$ cat config.mk
export PLATFORM = sky130hd
export DESIGN_NAME = fetch_unit
export DESIGN_NICKNAME = d
export VERILOG_FILES = /design/src/rtl/fetch_unit.sv
export SDC_FILE = /design/constraint.sdc
export NUM_CORES = 1
export LEC_CHECK = 0
export CAP_MARGIN = 20
export CORE_MARGIN = 5
export CORE_UTILIZATION = 40
export DETAILED_ROUTE_END_ITERATION = 6
export GPL_ROUTABILITY_DRIVEN = 0
export GPL_TIMING_DRIVEN = 0
export PLACE_DENSITY = 0.72
export SYNTH_ARGS = -nofsm -noshare
export SYNTH_HDL_FRONTEND = slang
export SYNTH_SLANG_ARGS = --single-unit
$ cat constraint.sdc
create_clock -name clk -period 4.8 [get_ports clk]
set_input_delay 1.44 -clock clk [delete_from_list [all_inputs] [get_ports clk]]
set_output_delay 1.44 -clock clk [all_outputs]
set_load 0.1 [all_outputs]
$ cat src/rtl/fetch_unit.sv
// RV32I instruction fetch front end: owns the PC, issues credit-limited word fetches,
// buffers in-order responses and hands them to decode; redirects flush buffered and in-flight words.
module fetch_unit #(
    parameter int unsigned           ADDR_WIDTH = 32,
    parameter logic [ADDR_WIDTH-1:0] RESET_PC   = '0,
    parameter int unsigned           DEPTH      = 2
) (
    input  logic                  clk,
    input  logic                  rst_n,
    output logic                  imem_req,
    output logic [ADDR_WIDTH-1:0] imem_addr,
    input  logic                  imem_ready,
    input  logic                  imem_rvalid,
    input  logic [31:0]           imem_rdata,
    output logic                  instr_valid,
    output logic [31:0]           instr,
    output logic [ADDR_WIDTH-1:0] instr_pc,
    input  logic                  instr_ready,
    input  logic                  redirect,
    input  logic [ADDR_WIDTH-1:0] redirect_target
);

    localparam int unsigned PTR_W = $clog2(DEPTH);
    localparam int unsigned CNT_W = $clog2(DEPTH + 1);
    localparam int unsigned SUM_W = CNT_W + 1;

    typedef enum logic {
        S_RESET = 1'b0,
        S_RUN   = 1'b1
    } state_t;

    typedef struct packed {
        logic [31:0]           word;
        logic [ADDR_WIDTH-1:0] pc;
    } entry_t;

    state_t                state_q, state_n;
    logic                  req_q, req_n;
    logic [ADDR_WIDTH-1:0] fetch_pc_q, fetch_pc_n;
    logic [CNT_W-1:0]      out_q, out_n;
    logic [CNT_W-1:0]      drop_q, drop_n;
    logic [CNT_W-1:0]      buf_cnt_n;
    logic [SUM_W-1:0]      credit_sum;
    logic [DEPTH-1:0]      vld_q, vld_n;
    entry_t                ent_q [DEPTH];
    entry_t                ent_n [DEPTH];
    logic [ADDR_WIDTH-1:0] pcq_q [DEPTH];
    logic [PTR_W-1:0]      pcq_wr_q, pcq_rd_q;
    logic                  accept, pop, push, placed;

    assign accept      = req_q & imem_ready;
    assign pop         = vld_q[0] & instr_ready;
    assign imem_req    = req_q;
    assign imem_addr   = fetch_pc_q;
    assign instr_valid = vld_q[0];
    assign instr       = ent_q[0].word;
    assign instr_pc    = ent_q[0].pc;

    // FSM state register
    always_ff @(posedge clk or negedge rst_n) begin
        if (!rst_n) state_q <= S_RESET;
        else        state_q <= state_n;
    end

    // FSM next state
    always_comb begin
        state_n = state_q;
        case (state_q)
            S_RESET: state_n = S_RUN;
            S_RUN:   state_n = S_RUN;
            default: state_n = S_RESET;
        endcase
    end

    // Request for the coming cycle, from next-cycle credit (stale in-flight words still hold credit)
    always_comb begin
        req_n      = 1'b0;
        credit_sum = SUM_W'(out_n) + SUM_W'(buf_cnt_n);
        if (state_n == S_RUN && credit_sum < SUM_W'(DEPTH)) req_n = 1'b1;
    end

    // Buffer, PC, outstanding and drop bookkeeping
    always_comb begin
        fetch_pc_n = fetch_pc_q;
        drop_n     = drop_q;
        vld_n      = vld_q;
        ent_n      = ent_q;
        push       = 1'b0;
        placed     = 1'b0;
        buf_cnt_n  = '0;
        out_n      = out_q + CNT_W'(accept) - CNT_W'(imem_rvalid);

        if (accept) fetch_pc_n = fetch_pc_q + ADDR_WIDTH'(4);

        if (pop) begin
            for (int i = 0; i < int'(DEPTH) - 1; i++) begin
                vld_n[i] = vld_q[i+1];
                ent_n[i] = ent_q[i+1];
            end
            vld_n[DEPTH-1] = 1'b0;
            ent_n[DEPTH-1] = '0;
        end

        if (imem_rvalid && !redirect) begin
            if (drop_q != '0) drop_n = drop_q - CNT_W'(1);
            else              push   = 1'b1;
        end

        for (int i = 0; i < int'(DEPTH); i++) begin
            if (push && !placed && !vld_n[i]) begin
                vld_n[i] = 1'b1;
                ent_n[i] = '{word: imem_rdata, pc: pcq_q[pcq_rd_q]};
                placed   = 1'b1;
            end
        end

        // Everything still in flight after this cycle belongs to the old path
        if (redirect) begin
            vld_n      = '0;
            fetch_pc_n = redirect_target & ~ADDR_WIDTH'(3);
            drop_n     = out_n;
        end

        for (int i = 0; i < int'(DEPTH); i++) buf_cnt_n = buf_cnt_n + CNT_W'(vld_n[i]);
    end

    always_ff @(posedge clk or negedge rst_n) begin
        if (!rst_n) begin
            req_q      <= 1'b0;
            fetch_pc_q <= RESET_PC;
            out_q      <= '0;
            drop_q     <= '0;
            vld_q      <= '0;
            pcq_wr_q   <= '0;
            pcq_rd_q   <= '0;
            for (int i = 0; i < int'(DEPTH); i++) begin
                ent_q[i] <= '0;
                pcq_q[i] <= '0;
            end
        end else begin
            req_q      <= req_n;
            fetch_pc_q <= fetch_pc_n;
            out_q      <= out_n;
            drop_q     <= drop_n;
            vld_q      <= vld_n;
            ent_q      <= ent_n;
            if (accept) begin
                pcq_q[pcq_wr_q] <= fetch_pc_q;
                pcq_wr_q        <= pcq_wr_q + PTR_W'(1);
            end
            if (imem_rvalid) pcq_rd_q <= pcq_rd_q + PTR_W'(1);
        end
    end

    a_rvalid_has_request: assert property (@(posedge clk) disable iff (!rst_n)
        imem_rvalid |-> (out_q != '0));

endmodule
==> impl_metrics.ini, run 1 <==
[run_status]
run_status = finished clean

[timing]
rsz0062_at_grt = false
holdWs_ps = 485
fmax_mhz = 270
slew_violations = 0
final_hold_viol_count = 0
fin_worst_skew_ps = 12.4
fin_crit_ps = 3700
fin_crit_sh_pct = 77.2
slew_headroom_pct = 28.6
setup_viol = 0
worst_slew_pin_slew_ps = 1070
tns_ps = 0

[place]
numPortBuffers = 161
dpl-instance-area_um2 = 12600
dp_hpwl_um = 19000
dp.cells = 1497

[clock_network]
post_cts_resize_count = 0
htree_levels = 1
clockBufferDepth = 3
clock_sinks = 225
cts_root_buffer = clkbuf_16
cts.hold.buffers_added = 0
clock_latency_ps = 520
cts_setup_buffers = 0
cts_tree = yes
clkTransAtPathRegs_ps = 60
cts_buffers = 25

[critical_path]
r2r_start = drop_q[0]$_DFFE_PN0P_
cp_num_buf_inv = 1
crit_required_ps = 3360
cp_top_family = buffers and inverters
timing.rr.end = instr[22]$_DFFE_PN0P_
crit_type = flip-flop to output pin
path_cells = clkdlybuf4s50_1
crit_path_start_kind = flip-flop
critPathLaunch = imem_addr[7]$_DFFE_PN0N_
r2r_slack_ps = 2600
arrival_ps = 2260
critPathMaxFanout = 8
reg2reg_depth = 8
cp.depth = 1
endpoint = imem_addr[7]
slowest_stage = clkdlybuf4s50_1
critPathCaptureType = output pin
cpPeakStageDelay_ps = 1210

[detailed_routing]
wirelength_um = 26800
vias = 8110
drt_iter0_drc = 639
wl_per_cell_um = 17.4
drt-pass1-iter-count = 5
drt-vias-per-instance = 5.26
drc = 0
antenna_left = 0

[finish]
syn_to_final_growth_pct = 27.1
finalNetCount = 1264
multi_input_comb_area_um2 = 4050
finalInstanceArea_um2 = 13400
num_antenna_cells = 0
fillers = 2338
regArea_um2 = 5630
stdcell_count = 1541
fin_util_pct = 51.5
final_layout_size_suffix_gt1_share_pct = 16.2

[floorplan]
die_h_um = 172
rows = 59
dieArea_um2 = 29600
io_pins = 168
start_util_pct = 40.5
coreArea_um2 = 26000
die_x_um = 172

[synthesis]
ys_top_cells_by_count = dfrtp_1 (225), nand2_1 (134), nand3_1 (79), o21ai_0 (79), buf_4 (67)
yosysMostFrequentCell = dfrtp_1
yosysTopAreaCell = dfrtp_1
yosysUniqueCellTypes = 44
syn_area_per_cell_um2 = 10.5
ys_top_cells_by_area = dfrtp_1 (54%), mux2i_1 (6.0%), mux2_2 (6.0%)
yosys_register_bits = 225
yosysWarnings = 0
ys_seq_area_share_pct = 53.5
ys.flop_type = dfrtp_1
synth_area_um2 = 10500
syn-instance-count = 999
synth_edf_count = 0
ys_async_sr_fraction_pct = 100
netlist.area_leader.share_pct = 53.5

[pwr]
powerDensity_nw_per_um2 = 689
ir_drop_v = 0.000449
total_leakage_power_nw = 6.21

[global_route]
antenna_found_initial = 0
groute.usage.overall_pct = 17.8
grt_max_degree = 127
grt_pass1_wl_um = 43100
grt_pass1_vias = 8140
gr-total-overflow = 0

[worst_hold_path]
hold_class = flip-flop to flip-flop
worstHoldStart = pcq_q[24]$_DFFE_PN0P_

[job]
cap_violations = 0
-- power by group --
part	switching (W)	total, W	internal, W
logic	0.00301	0.00444	0.00143
clock network	0.000753	0.00184	0.00109
registers	0.000388	0.00294	0.00255
-- routing by layer --
layer,GRT usage (%),vias to the layer above,wire length [µm]
li1,-,3862,-
met1,25.8,3957,12200
met2,28.7,265,12500
met3,2.93,26,1740
met4,3.38,0,365
met5,0,-,0
-- cell type report --
class	instances	share of cell area, %
clock buffers	36	5.36
plain buffers	139	6.14
multi-input cells	630	30.3
clock inverters	8	0.542
well taps	335	3.13
inverters	6	0.168
repair buffers	162	12.3
flip-flops and latches	225	42.1
-- flip-flops by register name, summed over array words and instances, names as in the netlist --
signal,count
out_q,2
vld_q,2
ent_q,63
instr_pc,31
pcq_q,60
instr,32
imem_req,1
pcq_wr_q,1
pcq_rd_q,1
drop_q,2
imem_addr,30
-- worst min-delay path by stage --
stage                            end  slack, ps  cells past startpoint
3_5_place_dp   pcq_q[24]$_DFFE_PN0P_        470                      2
3_3_place_gp   pcq_q[47]$_DFFE_PN0P_        460                      2
6_report       pcq_q[24]$_DFFE_PN0P_        480                      2
5_1_grt        pcq_q[24]$_DFFE_PN0P_        510                      2
2_1_floorplan  pcq_q[47]$_DFFE_PN0P_        450                      2
4_1_cts        pcq_q[24]$_DFFE_PN0P_        480                      2
-- kinds of logic (layout without fill, tap and decap cells) --
family / Yosys count / in the layout / share of synthesized area (%)
adder cells (fa/ha/maj): 5 / 5 / 0.595
flip-flops: 225 / 225 / 53.5
multiplexers: 119 / 119 / 12.0
AO/OA/AOI/OAI: 181 / 181 / 10.1
XOR/XNOR: 16 / 16 / 1.33
other: 1 / 2 / 0.0356
AND/OR/NAND/NOR: 307 / 307 / 14.4
buffers and inverters: 145 / 351 / 8.03
-- stage by stage --
step | total power (W) | setup slack [ps]
2_1_floorplan | 0.00634 | 1930
3_3_place_gp | 0.00734 | -7160
3_5_place_dp | 0.00743 | 1100
4_1_cts | 0.00929 | 1080
5_1_grt | 0.00967 | 1040
6_report | 0.00922 | 1100
-- placed cells by master, fill, tap and decap left out, drive strengths merged, types with 2 or more instances in the layout --
cell type and n:
nand3 79, inv 7, nand2 134, conb 2, or4 12, or3 3
xnor2 6, clkdlybuf4s50 160, and3 35, o31ai 11, clkbuf 76, ha 5
o31a 2, nand2b 3, nor2 15, nand4 9, a21oi 34, nor2b 2
xor2 10, mux2i 63, or2 2, clkinv 6, nor4 2, and4 5
o211ai 2, dfrtp 225, nor3 2, o21ai 83, a211oi 32, buf 101
mux2 56, a31oi 14
No activity file was read; power rests on OpenSTA's default activity.
==> inputs of run 2 (changes only) <==
==> constraint.sdc (replaced) <==
create_clock -name clk -period 3.7 [get_ports clk]
set_input_delay 1.11 -clock clk [delete_from_list [all_inputs] [get_ports clk]]
set_output_delay 1.11 -clock clk [all_outputs]
set_load 0.1 [all_outputs]
==> results of run 2 <==
The final DEF is identical to that of run 1. Status: finished clean.
Main changes from that run: setup slack after placement 1100 ps -> 334 ps; setup slack after layout 1100 ps -> 327 ps; register-to-register setup slack 2600 ps -> 1500 ps; total power 0.00922 W -> 0.0120 W; worst IR drop on VDD 0.000449 V -> 0.000583 V
